<file path="config.mk">
export PLATFORM = sky130hd
export DESIGN_NAME = latch_strobe_gen
export DESIGN_NICKNAME = d
export VERILOG_FILES = /design/src/rtl/latch_strobe_gen.sv
export SDC_FILE = /design/constraint.sdc
export NUM_CORES = 1
export LEC_CHECK = 0
export ABC_AREA = 1
export BUFFER_PORTS_ARGS = -buffer_cell sky130_fd_sc_hd__buf_2
export CORE_ASPECT_RATIO = 1.5
export CORE_UTILIZATION = 63
export CTS_BUF_LIST = sky130_fd_sc_hd__clkbuf_2 sky130_fd_sc_hd__clkbuf_4 sky130_fd_sc_hd__clkbuf_8
export CTS_CLUSTER_SIZE = 16
export DETAILED_ROUTE_END_ITERATION = 6
export GPL_ROUTABILITY_DRIVEN = 1
export PLACE_DENSITY = 0.95
export SYNTH_ARGS = -nofsm -noshare
export SYNTH_HDL_FRONTEND = slang
export SYNTH_SLANG_ARGS = --single-unit
</file>
<file path="constraint.sdc">
create_clock -name clk -period 4.1 [get_ports clk]
set_input_delay 0.41 -clock clk [delete_from_list [all_inputs] [get_ports clk]]
set_output_delay 0.41 -clock clk [all_outputs]
set_load 0.01 [all_outputs]
</file>
<file path="src/rtl/latch_strobe_gen.sv">
// Trigger-to-latch strobe generator: synchronises an async trigger, waits a
// programmable delay, fires a one-cycle latch strobe, then enforces a holdoff.
module latch_strobe_gen #(
  parameter int CNT_W = 8
) (
  input  logic             clk,
  input  logic             anrst,
  input  logic             enable,
  input  logic             trig,
  input  logic [CNT_W-1:0] delay,
  input  logic [CNT_W-1:0] holdoff,
  output logic             latch,
  output logic             busy,
  output logic             missed,
  output logic [15:0]      strobe_cnt
);

  localparam logic [1:0] IDLE    = 2'd0;
  localparam logic [1:0] DELAY   = 2'd1;
  localparam logic [1:0] FIRE    = 2'd2;
  localparam logic [1:0] HOLDOFF = 2'd3;

  logic             s1_q, s2_q, s3_q;
  logic             rise;
  logic [1:0]       state_q, state_d;
  logic [CNT_W-1:0] cnt_q, cnt_d;
  logic [CNT_W-1:0] hold_q, hold_d;
  logic             latch_q, busy_q, missed_q, missed_d;
  logic [15:0]      strobe_cnt_q, strobe_cnt_d;

  // Synchroniser resets high so a trigger held across reset release is not an edge.
  always_ff @(posedge clk or negedge anrst) begin
    if (!anrst) begin
      s1_q <= 1'b1;
      s2_q <= 1'b1;
      s3_q <= 1'b1;
    end else begin
      s1_q <= trig;
      s2_q <= s1_q;
      s3_q <= s2_q;
    end
  end

  assign rise = s2_q & ~s3_q;

  always_comb begin
    state_d      = state_q;
    cnt_d        = cnt_q;
    hold_d       = hold_q;
    missed_d     = enable & rise & (state_q != IDLE);
    strobe_cnt_d = strobe_cnt_q;
    if (state_q == FIRE) strobe_cnt_d = strobe_cnt_q + 16'd1;
    case (state_q)
      IDLE: begin
        if (enable && rise) begin
          hold_d = holdoff;
          if (delay == '0) begin
            state_d = FIRE;
          end else begin
            state_d = DELAY;
            cnt_d   = delay - 1'b1;
          end
        end
      end
      DELAY: begin
        if (!enable) begin
          state_d = IDLE;
          cnt_d   = '0;
        end else if (cnt_q == '0) begin
          state_d = FIRE;
        end else begin
          cnt_d = cnt_q - 1'b1;
        end
      end
      FIRE: begin
        // The strobe already in flight is always completed and counted.
        if (!enable || hold_q == '0) begin
          state_d = IDLE;
        end else begin
          state_d = HOLDOFF;
          cnt_d   = hold_q - 1'b1;
        end
      end
      HOLDOFF: begin
        if (!enable || cnt_q == '0) begin
          state_d = IDLE;
          cnt_d   = '0;
        end else begin
          cnt_d = cnt_q - 1'b1;
        end
      end
      default: begin
        state_d = IDLE;
        cnt_d   = '0;
      end
    endcase
  end

  // Outputs come straight from flops decoded off the next state, so they never glitch.
  always_ff @(posedge clk or negedge anrst) begin
    if (!anrst) begin
      state_q      <= IDLE;
      cnt_q        <= '0;
      hold_q       <= '0;
      latch_q      <= 1'b0;
      busy_q       <= 1'b0;
      missed_q     <= 1'b0;
      strobe_cnt_q <= 16'd0;
    end else begin
      state_q      <= state_d;
      cnt_q        <= cnt_d;
      hold_q       <= hold_d;
      latch_q      <= (state_d == FIRE);
      busy_q       <= (state_d != IDLE);
      missed_q     <= missed_d;
      strobe_cnt_q <= strobe_cnt_d;
    end
  end

  assign latch      = latch_q;
  assign busy       = busy_q;
  assign missed     = missed_q;
  assign strobe_cnt = strobe_cnt_q;

endmodule

</file>
# Word level (Yosys, flattened, before mapping)
# Index checks and enable logic that the tools add are counted.
dict set report classes {
  shift 0
  div 0
  n_reduce_logical 12
  multipliers 0
  n_lt_le_gt_ge 0
  addsub 4
  eq_ne 8
  bitwise 4
  mux 14
}
# op n
set op_table {}
lappend op_table {{$mux W8} 6}
lappend op_table {{$pmux W8 S4} 1}
lappend op_table {{$logic_not A8 Y1} 3}
lappend op_table {{$sub A8 B1 Y8 const B} 3}
lappend op_table {{$add A16 B1 Y16 const B} 1}
lappend op_table {{$mux W2} 6}
lappend op_table {{$pmux W2 S4} 1}
lappend op_table {{$eq A2 B2 Y1 const B} 3}
lappend op_table {{$ne A2 B2 Y1 const B} 3}
lappend op_table {{$reduce_and A4 Y1} 1}
lappend op_table {{$reduce_bool A2 Y1} 2}
lappend op_table {{$and A1 B1 Y1} 3}
lappend op_table {{$ne A3 B3 Y1 const B} 1}
lappend op_table {{$eq A2 B1 Y1 const B} 1}
lappend op_table {{$logic_not A2 Y1} 1}
lappend op_table {{$logic_or A1 B1 Y1} 2}
lappend op_table {{$reduce_and A2 Y1} 1}
lappend op_table {{$logic_and A1 B1 Y1} 1}
lappend op_table {{$logic_not A1 Y1} 1}
lappend op_table {{$not A1 Y1} 1}
dict set report totals {
  mem_bits_rw 0
  romBits 0
  regBits 40
  n_memories 0
  latchBits 0
}

# Logic depth before layout (Yosys ltp)
# Gate-level depths: netlist of the first run.
dict set report logic_depth {
  ltp_word 6
  ltp_mapped 12
  mapped_depth_nobuf 11
}

# Worst setup path after synthesis of the first run
# No wires, ideal clock.
dict set report synth_timing {
  kind {reg2reg}
  start {register state_q[1]}
  end {register cnt_q[2]}
  arrival_ps 1468
  setup_time_ps 122
  setup_slack_ps 2510
  stages_incl_launch_ff 13
  cell_sequence {dfrtp_1 buf_4 nand2_4 buf_12 nand2_1 o21ai_2 ha_1 inv_1 xor2_1 nand2_1 nand2_1 nand2_1 o21ai_1}
}
dict set report synth_between {
  elab_chain_cells 3
}
# item line
set synth_lines {}
lappend synth_lines {{start, declared} 25} ;# logic [1:0] state_q, state_d;
lappend synth_lines {{start signal, assigned} 110} ;# state_q <= state_d;
lappend synth_lines {{$eq A2 B1 Y1, or another cell as far along} 53} ;# case (state_q)
lappend synth_lines {{$ne A3 B3 Y1 (no line) / $ne A2 B2 Y1 (equally long branches)} --}
lappend synth_lines {{$reduce_and A4 Y1 (no line)} --}
lappend synth_lines {{end signal, assigned} 111} ;# cnt_q <= cnt_d;
lappend synth_lines {{end, declared} 26} ;# logic [CNT_W-1:0] cnt_q, cnt_d;
# Several ways; a longest one is shown, not always the timed one.
# A chain may end at the register's enable or synchronous reset.

# Final worst setup path of the first run
dict set report layout_timing {
  start {register state_q[1]}
  end {register latch_q, in the netlist latch}
}
# item line
set layout_lines {}
lappend layout_lines {{$eq A2 B2 Y1, or another cell as far along} 53}
lappend layout_lines {{$pmux W2 S4 *} 53}
lappend layout_lines {{named net state_d[0]} 25}
lappend layout_lines {{$eq A2 B2 Y1 *} 113} ;# latch_q <= (state_d == FIRE);
lappend layout_lines {{end signal, assigned} 113}
lappend layout_lines {{end, declared} 28} ;# logic latch_q, busy_q, missed_q, missed_d;
# The timed path passes the listed nets; every way through them passes the cells marked *.

==> key figures, run 1 <==
Placed design
  • PortBufs: 38
  • HPWL reported at the end of detailed placement: between 4000 and 5000 µm
  • Post-Place Cell Area: between 2000 and 3000 µm²
  • Placer Congestion: 0.890
  • Placed cells: 389
  • Setup WS pre-CTS: between 2 and 2.5 ns

Floorplanning
  • Initial Util: 67.6%
  • Row cnt: 26
  • Die area: 3990 µm²
  • Core area: between 3000 and 4000 µm²
  • Chip width: between 50 and 60 µm
  • Vert. Die Dim: slightly below 80 µm
  • I/O pins: 39

Timing
  • Fin. Hold Viols: 0
  • Setup_tns: 0 ns
  • Final Cycle Share: between 40 and 50%
  • Setup slack after layout: roughly 2.1 ns
  • Fin crit period: approximately 2 ns
  • FMAX: between 0.4 and 0.5 GHz
  • Final Setup Violations: 0
  • Slew @ Worst Pin: about 0.87 ns
  • Max Clock Skew: around 0.0058 ns
  • Max-slew violations: 0
  • RSZ-0062 raised after global routing: no
  • Slew HR: about two fifths
  • Fin Hold WS: ~0.2 ns

Setup path
  • Critical Path Max Stage Delay: approximately 0.57 ns
  • Largest delay share family, worst path: simple AND/OR/NAND/NOR gates
  • CP Capture Type: register
  • Worst path bufs/invs: 2
  • CP startpoint kind: register
  • Critical Path RT: ~4.3 ns
  • Crit-path cells: nor2_1 -> inv_1 -> nor2_1 -> inv_1 -> nor2_1 -> nor2_1 -> nand2_1 -> nor2_1
  • Worst path most repeated cell: nor2_1
  • CP Class: reg2reg
  • Arr. time, crit path: roughly 2.2 ns
  • CP max-delay cell: nor2_1
  • Worst-path fanout max: 14

CTS
  • CTS sink cnt: 40
  • CTS tree: done
  • Hold buffers post-CTS: 0
  • CTS resizes: 0
  • Setup Fix Bufs, Post-CTS: 0
  • Clock root cell: clkbuf_8
  • CTS buffer count: 5
  • CTS max path bufs: 2
  • Clock slew at the register clock pins of the worst setup and hold paths: approximately 0.08 ns
  • Clk_lat worst skew: 0.30 ns
  • CTS HTree Levels: 2

Finish
  • Total Nets Final: 378
  • Non-filler cells, final: about 400
  • Ratio of cells with drive above 1 in the final layout: between 20% and 30%
  • Footprint of the multi-input gates: 1150 µm²
  • Layout overhead on the synthesized area: 13.5%
  • Design Area, Final: about 2700 µm²
  • Diode count: 0
  • Fin util: ~77%
  • Filler cells: approximately 230
  • FF/Latch Area: between 1000 and 1500 µm²

Synthesis
  • Asr flop ratio synth: 100%
  • Mapped cell area: 2350 µm²
  • Main combinational cell family by area after synthesis: simple AND/OR/NAND/NOR gates
  • Synth warnings: 0
  • Top cell type's share of synthesized area: approximately two fifths
  • Synth Area per Inst: between 7 and 8 µm²
  • Area leader, netlist: dfrtp_1
  • Most used DFF post-synth: dfrtp_1
  • Simple-gate area share of the yosys netlist: 34.8%
  • Flops & latches, synth: 40
  • Multiplexer area fraction after synthesis: 0%
  • Synth Area in XOR/XNOR: about 6.3%
  • Top cells by area, synth: dfrtp_1 39%, nand2_1 15%, inv_1 6.1%
  • Synth Area in Adders: between 2 and 2.5%
  • Top cells by count, synth: 92 x nand2_1, 38 x inv_1, 37 x dfrtp_1, 36 x nor2_1, 25 x nand3_1
  • Compound-Gate Fraction of Synth Area: under 10%
  • Net Count, Synth: 337
  • Netlist cell types: 28
  • Most frequent cell after synthesis: nand2_1
  • Cells after Synth: ~310
  • Post-synth EDFFs: 0
  • Post-synthesis sequential area ratio: between 40% and 50%

Detailed routing
  • DRC: 0
  • Routed Antenna Nets: 0
  • Routed vias/inst: ~5.5
  • Via count: between 2000 and 2500
  • Initial DRC count: between 80 and 90
  • Routed WL: 5530 µm
  • DR WL/cell: ~14 µm
  • DR pass1 iterations: 4

Global routing
  • Vias in the first global route: approximately 2200
  • Global Route Usage Sum: 31.4%
  • Maximum number of pins on one net before global-route repair: 41
  • First-pass GRT wire length: slightly above 9000 µm
  • Gr ovfl total: 0
  • Antenna violations before repair: 0

Run
  • Max Cap Viol: 0

Power
  • Max VDD drop: between 0.0003 and 0.0004 V
  • Pwr Total: ~1.1 mW
  • Pleak: roughly 1.5 nW
  • PwrDens: approximately 390 nW/µm²

Worst hold path
  • Min-delay worst type: in2reg

Outcome
  • Status: completed
## flip-flops by register name (all words and copies together) (netlist names)
signal      cells
cnt_q           8
s3_q            1
latch           1
s2_q            1
strobe_cnt     16
state_q         2
busy            1
missed          1
s1_q            1
hold_q          8
## report_power, final
part / leakage [nW] / internal [mW] / switching (mW)
sequential: 0.517 / 0.445 / 0.0409
clock: 0.0541 / 0.180 / 0.144
combinational: 0.957 / 0.0815 / 0.160
total: 1.53 / 0.706 / 0.345
## cells by family (layout without fill, tap and decap cells)
family | count (synthesis) | count (layout)
AO/OA/AOI/OAI | 26 | 26
XOR/XNOR | 17 | 17
adder cells (fa/ha/maj) | 4 | 4
buffers and inverters | 46 | 88
AND/OR/NAND/NOR | 180 | 180
flip-flops | 40 | 40
## worst reg2reg max path: stages, from the launching register on
cell     delay (ns)
dfrtp_1        0.51
nor2_1         0.22
inv_1          0.06
nor2_1         0.57
inv_1          0.21
nor2_1         0.14
nor2_1         0.07
nand2_1        0.08
nor2_1         0.05
## area by class of cell
cell class | count | share of cell area (%)
Multi-Input combinational cell | 227 | 43.2
Sequential cell | 40 | 37.6
Timing Repair Buffer | 38 | 7.12
Inverter | 42 | 5.90
Clock buffer | 5 | 2.58
Tap cell | 42 | 1.97
Clock inverter | 3 | 1.59
## worst paths after layout
check | startpoint | endpoint | slack [ns] | cells after the start
max reg2reg | state_q[1] | latch | 2.08 | 8
min reg2reg | s1_q | s2_q | 0.36 | 0
max | state_q[1] | latch | 2.08 | 8
min in group asynchronous | anrst | strobe_cnt[8] | 0.22 | 1
max in group asynchronous | anrst | state_q[1] | 3.33 | 1
min | trig | s1_q | 0.20 | 1
## placed cells by master, fill, tap and decap left out, drive strengths merged
| cell type | n |
|---|---|
| clkinvlp | 1 |
| xnor2 | 5 |
| nand4 | 4 |
| a21oi | 7 |
| o21ai | 18 |
| nor2 | 42 |
| nand3 | 26 |
| nand3b | 3 |
| bufinv | 1 |
| nor3 | 5 |
| dfrtp | 37 |
| clkbuf | 5 |
| inv | 42 |
| xor2 | 12 |
| clkinv | 1 |
| a22oi | 1 |
| dfstp | 3 |
| ha | 4 |
| nand2 | 100 |
| buf | 38 |
## routing by layer
layer  vias to the layer above  track usage (%)  wire length [µm]
met5                         -                0                 0
met4                         0             13.0               126
met3                        17             7.94               267
met2                        78             57.2              3130
met1                      1027             32.4              2010
li1                       1058                -                 -
Note: power is estimated with default switching activity, not from simulation.
==> run 2: changes to the inputs <==
- ABC_AREA: 1 -> 0
- CORE_UTILIZATION: 63 -> 52
- PLACE_DENSITY: 0.95 -> 0.85
- clock period: 4.1 -> 1.85 ns (I/O delays scaled with it)
==> run 2 against run 1 <==
  * The run now ends with setup timing left
  * Clock skew about the same
  * Wire length down 4.0%
  * Power up 140%
  * Maximum frequency up 6.1%
  * Register-to-register slack worse by 2.1 ns
  * Critical path type unchanged
  * Largest cell class unchanged
  * Highest routed layer unchanged
==> key figures, run 2 <==
Global routing
  • Maximum number of pins on one net before global-route repair: 41
  • Global Route Usage Sum: about a quarter
  • First-pass GRT wire length: between 7000 and 8000 µm
  • Gr ovfl total: 0
  • Antenna violations before repair: 0
  • Vias in the first global route: around 1800

CTS
  • CTS HTree Levels: 2
  • Clock slew at the register clock pins of the worst setup and hold paths: around 0.08 ns
  • Clk_lat worst skew: about 0.31 ns
  • CTS tree: done
  • CTS max path bufs: 2
  • CTS sink cnt: 40
  • CTS buffer count: 5
  • Clock root cell: clkbuf_8

Power
  • Cell internal pwr: about 1.7 mW
  • Pleak: about 1.2 nW
  • PwrDens: between 900 and 1000 nW/µm²
  • Switching Share: about a third
  • Max VDD drop: around 0.0010 V
  • Clock power frac: about 30%
  • Switch Pwr: 0.784 mW
  • Seq pwr share: a little under half
  • Combinational share of power: about a quarter
  • Pwr Total: 2.47 mW

Setup path
  • FF-to-FF Start: state_q[0]
  • Worst-path fanout max: 5
  • Arr. time, crit path: roughly 2.1 ns
  • CP Class: reg2reg
  • Critical Path RT: ~2 ns
  • Reg2Reg Depth: 8
  • CP startpoint kind: register
  • Crit-path cells: nand2b_4 -> mux2i_4 -> ha_4 -> nand2_2 -> xor2_1 -> nor3_1 -> a221oi_1 -> o21ai_1
  • Worst r2r dst: cnt_q[4]
  • CP Capture Type: register
  • Largest delay share family, worst path: flip-flops
  • CP max-delay cell: dfrtp_1
  • Reg2reg setup slack: -0.06 ns
  • WP depth: 8
  • Critical Path Max Stage Delay: approximately 0.38 ns
  • Worst path bufs/invs: 0

Synthesis
  • Post-synthesis sequential area ratio: 47.6%
  • Net Count, Synth: between 200 and 250
  • Synth Area per Inst: 10.4 µm²
  • Mapped cell area: roughly 2100 µm²
  • Synth warnings: 0
  • Most used DFF post-synth: dfrtp_1
  • Flops & latches, synth: 40
  • Top cell type's share of synthesized area: a little over two fifths
  • Most frequent cell after synthesis: dfrtp_1
  • Asr flop ratio synth: 100%
  • Top cells by area, synth: dfrtp_1 44%, xnor2_1 5.8%, mux2_2 4.8%
  • Cells after Synth: 202
  • Area leader, netlist: dfrtp_1
  • Top cells by count, synth: 37 x dfrtp_1, 19 x nor2_1, 14 x xnor2_1, 11 x nand3_1, 11 x nor3_1
  • Netlist cell types: 47
  • Post-synth EDFFs: 0

Placed design
  • Placer Congestion: around 0.9
  • PortBufs: 38
  • Post-Place Cell Area: approximately 2500 µm²
  • HPWL reported at the end of detailed placement: 3540 µm

Outcome
  • Failing checks: setup timing
  • Status: finished, violations left

Timing
  • Max-slew violations: 0
  • Fin Hold WS: 0.106 ns
  • Fin crit period: 1.91 ns
  • Final Setup Violations: 1
  • RSZ-0062 raised after global routing: yes
  • Setup slack after layout: -0.0552 ns
  • FMAX: about 0.52 GHz
  • Max Clock Skew: about 0.0058 ns
  • Final Cycle Share: 103%
  • Slew HR: around two thirds
  • Slew @ Worst Pin: roughly 0.50 ns
  • Setup_tns: -0.0552 ns
  • Fin. Hold Viols: 0

Finish
  • Layout overhead on the synthesized area: 29.0%
  • Most frequent cells in the layout: 38 x buf_2, 36 x dfrtp_1, 20 x buf_4
  • Design Area, Final: ~2700 µm²
  • Commonest non-fill, non-tap cell in the layout: buf_2
  • Ratio of cells with drive above 1 in the final layout: 38.3%
  • Fin util: 69.4%
  • Total Nets Final: 287
  • Diode count: 0
  • Largest register FFs: 16

Floorplanning
  • Initial Util: between 50 and 60%
  • I/O pins: 39
  • Vert. Die Dim: 80.0 µm
  • Core area: roughly 4000 µm²
  • Die area: around 4300 µm²
  • Row cnt: 28
  • Chip width: 54.0 µm

Detailed routing
  • Routed vias/inst: 6.01
  • DR pass1 iterations: 4
  • Initial DRC count: 97
  • DRC: 0
  • Routed WL: about 5300 µm
  • Via count: approximately 1900
  • Routed Antenna Nets: 0
  • DR WL/cell: 17.2 µm

Run
  • Max Cap Viol: 0

Worst hold path
  • Worst Hold End: hold_q[0]
  • Min-delay worst type: in2reg
  • Hold Path Origin: holdoff[0]
  • Hold-critical path depth: 2
==> run 2: metal layers <==
metal	up-vias	GRT usage, %	wire length [µm]
met5	-	0	0
met4	0	13.6	213
met3	18	6.48	293
met2	72	43.3	2860
met1	917	30.4	1940
li1	849	-	-
==> run 2: final cells by class <==
type                    instances  area [µm²]
clock buffers                   5        68.8
clock inverters                 3        46.3
multi-input cells             151        1150
inverters                       4        15.0
fillers                       291        1200
well taps                      45        56.3
flip-flops and latches         40        1010
repair buffers                 61         380
==> run 2: logic make-up after synthesis <==
logic type      synth area share (%)
xor+xnor                        9.54
simple gates                    19.9
flops                           47.6
compound gates                  10.2
buf+inv                         2.79
mux                             7.65
fa+ha+maj                       2.37
==> run 2: per-stage QoR <==
stage	setup slack, ns	std cells
6_report	-0.0552	309
5_1_grt	-0.0893	309
4_1_cts	0.00628	306
3_5_place_dp	-0.0536	296
3_3_place_gp	0.00311	296
2_1_floorplan	-0.0402	202
==> run 2: timing repair <==
action	in CTS	in global routing
setup endpoints to repair	5	13
hold endpoints to repair	38	0
buffers inserted	0	3
pin swaps	1	8
resized for setup	3	18
hold buffers	2	0
==> run 2: worst max-delay path by stage <==
stage,from,to,slack (ns)
finish,state_q[0],cnt_q[4],-0.06
global route,state_q[1],cnt_q[4],-0.09
CTS,state_q[1],cnt_q[7],0.006
detailed placement,cnt_q[0],cnt_q[3],-0.05
global placement,s2_q,cnt_q[0],0.003
floorplan,state_q[0],cnt_q[6],-0.04
==> run 2: power by group through the flow <==
stage	sequential, mW	combinational (mW)	clock (mW)
6_report	1.15	0.583	0.743
5_1_grt	1.16	0.628	0.786
4_1_cts	1.12	0.511	0.748
3_5_place_dp	1.13	0.499	0
3_3_place_gp	1.12	0.475	0
2_1_floorplan	1.11	0.305	0
==> run 3: changes to the inputs <==
--- a/config.mk
+++ b/config.mk
@@ -16,2 +16,3 @@
 export PLACE_DENSITY = 0.85
+export SKIP_CTS_REPAIR_TIMING = 1
 export SYNTH_ARGS = -nofsm -noshare
==> constraint.sdc (replaced) <==
create_clock -name clk -period 1.85 [get_ports clk]
set_input_delay 0.2775 -clock clk [delete_from_list [all_inputs] [get_ports clk]]
set_output_delay 0.2775 -clock clk [all_outputs]
set_load 0.01 [all_outputs]
==> run 3 against run 2 <==
  * Clock skew down 0.00054 ns
  * Global-route usage down 0.19 points
  * Clock power down 15%
  * Utilization down 1.5 points
  * Maximum frequency up 4.2%
  * Combinational power down 5.1%
  * Critical path depth unchanged
  * Power down 6.2%
  * The run ends with hold timing left
  * First-iteration DRC count down 9.3%
  * Sequential cell count unchanged
==> key figures, run 3 (synthesis results as in run 2) <==
Power
  • Clock power frac: between 20% and 30%
  • Switch Pwr: ~0.75 mW
  • Combinational share of power: 23.8%
  • Cell internal pwr: around 1.6 mW
  • Seq pwr share: approximately 49%
  • Switching Share: around a third
  • Pleak: ~1.2 nW
  • PwrDens: roughly 870 nW/µm²
  • Max VDD drop: 0.000931 V

Setup path
  • Critical Path RT: ~2 ns
  • Reg2Reg Depth: 8
  • Arr. time, crit path: ~2 ns
  • CP Class: reg2reg
  • CP Capture Type: register
  • Worst-path fanout max: 5
  • CP startpoint kind: register

Detailed routing
  • DR WL/cell: between 15 and 20 µm
  • Initial DRC count: 88
  • Via count: 1833
  • DRC: 0
  • Routed vias/inst: between 5 and 6
  • Routed Antenna Nets: 0
  • Routed WL: roughly 5200 µm
  • DR pass1 iterations: 4

Timing
  • Max-slew violations: 0
  • Slew @ Worst Pin: roughly 0.60 ns
  • Final Setup Violations: 0
  • Fin. Hold Viols: 25
  • Max Clock Skew: around 0.0053 ns
  • RSZ-0062 raised after global routing: yes
  • Slew HR: between 50% and 60%
  • Fin Hold WS: -0.0205 ns
  • Setup_tns: 0 ns
  • Final Cycle Share: a little over nine tenths
  • FMAX: 0.547 GHz
  • Fin crit period: between 1.5 and 2 ns

Floorplanning
  • Core area: ~3900 µm²
  • Chip width: approximately 54 µm
  • Row cnt: 28
  • Die area: roughly 4300 µm²
  • Initial Util: ~54%
  • I/O pins: 39
  • Vert. Die Dim: around 80 µm

Finish
  • Ratio of cells with drive above 1 in the final layout: between 30 and 40%
  • Most frequent cells in the layout: 38 x buf_2, 37 x dfrtp_1, 18 x buf_4
  • Commonest non-fill, non-tap cell in the layout: buf_2
  • Total Nets Final: around 280
  • Largest register FFs: 16
  • Layout overhead on the synthesized area: 26.3%
  • Diode count: 0
  • Design Area, Final: roughly 2700 µm²

Global routing
  • Vias in the first global route: about 1700
  • Antenna violations before repair: 0
  • Gr ovfl total: 0
  • First-pass GRT wire length: 7990 µm
  • Global Route Usage Sum: 26.1%
  • Maximum number of pins on one net before global-route repair: 28

Placed design
  • Post-Place Cell Area: around 2500 µm²
  • PortBufs: 38
  • Placer Congestion: a little over 0.9
  • HPWL reported at the end of detailed placement: approximately 3600 µm

CTS
  • Clk_lat worst skew: roughly 0.3 ns
  • CTS tree: done
  • CTS buffer count: 5
  • CTS HTree Levels: 2
  • CTS max path bufs: 2
  • Clock root cell: clkbuf_8
  • CTS sink cnt: 40
  • Clock slew at the register clock pins of the worst setup and hold paths: about 0.08 ns

Worst hold path
  • Min-delay worst type: in2async

Run
  • Max Cap Viol: 0

Outcome
  • Status: finished, violations left
  • Failing checks: hold timing
run 3: path summary, 6_finish.rpt:
path,from,end,slack [ns]
worst min-delay path,anrst,cnt_q[5],-0.02
worst max register to register,state_q[1],cnt_q[6],0.02
max in group asynchronous,anrst,s3_q,1.25
worst min register to register,s1_q,s2_q,0.37
worst max-delay path,state_q[1],cnt_q[6],0.02
min in group clk,trig,s1_q,0.08
run 3: worst max-delay path, stage by stage, from the launching register on:
cell      delay, ns
dfrtp_1        0.43
nand2b_4       0.11
mux2i_2        0.23
ha_2           0.27
and4b_1        0.21
a31oi_1        0.06
xor2_1         0.15
a22oi_1        0.18
o21ai_1        0.07
run 3: power by group through the flow:
stage | Combinational [mW] | Sequential [mW] | Clock [mW]
2_1_floorplan | 0.305 | 1.11 | 0
3_3_place_gp | 0.477 | 1.12 | 0
3_5_place_dp | 0.492 | 1.12 | 0
4_1_cts | 0.497 | 1.11 | 0.639
5_1_grt | 0.606 | 1.15 | 0.671
6_report | 0.553 | 1.14 | 0.629
run 3: final cells by class:
type,count,area [µm²]
Sequential cell,40,1000
Tap cell,45,56.3
Inverter,4,15.0
Fill cell,307,1260
Multi-Input combinational cell,151,1140
Clock buffer,6,82.6
Clock inverter,2,13.8
Timing Repair Buffer,58,357
run 3: layer usage:
layer / part of all wire (%) / GRT usage, %
met5: 0 / 0
met1: 39 / 32.0
met2: 53 / 41.6
met4: 3.5 / 13.8
met3: 4.5 / 5.52
run 3: stage by stage:
step	hold WS, ns	setup slack [ns]	util, %	power (mW)	cells
finish	-0.0205	0.0219	67.9	2.32	306
global route	0.0175	-0.0877	67.9	2.43	306
CTS	-0.000850	-0.0884	65.4	2.25	304
detailed placement	0.322	-0.0304	63.0	1.62	296
global placement	0.314	-0.0236	63.0	1.60	296
floorplan	-0.0181	-0.0402	-	1.41	202
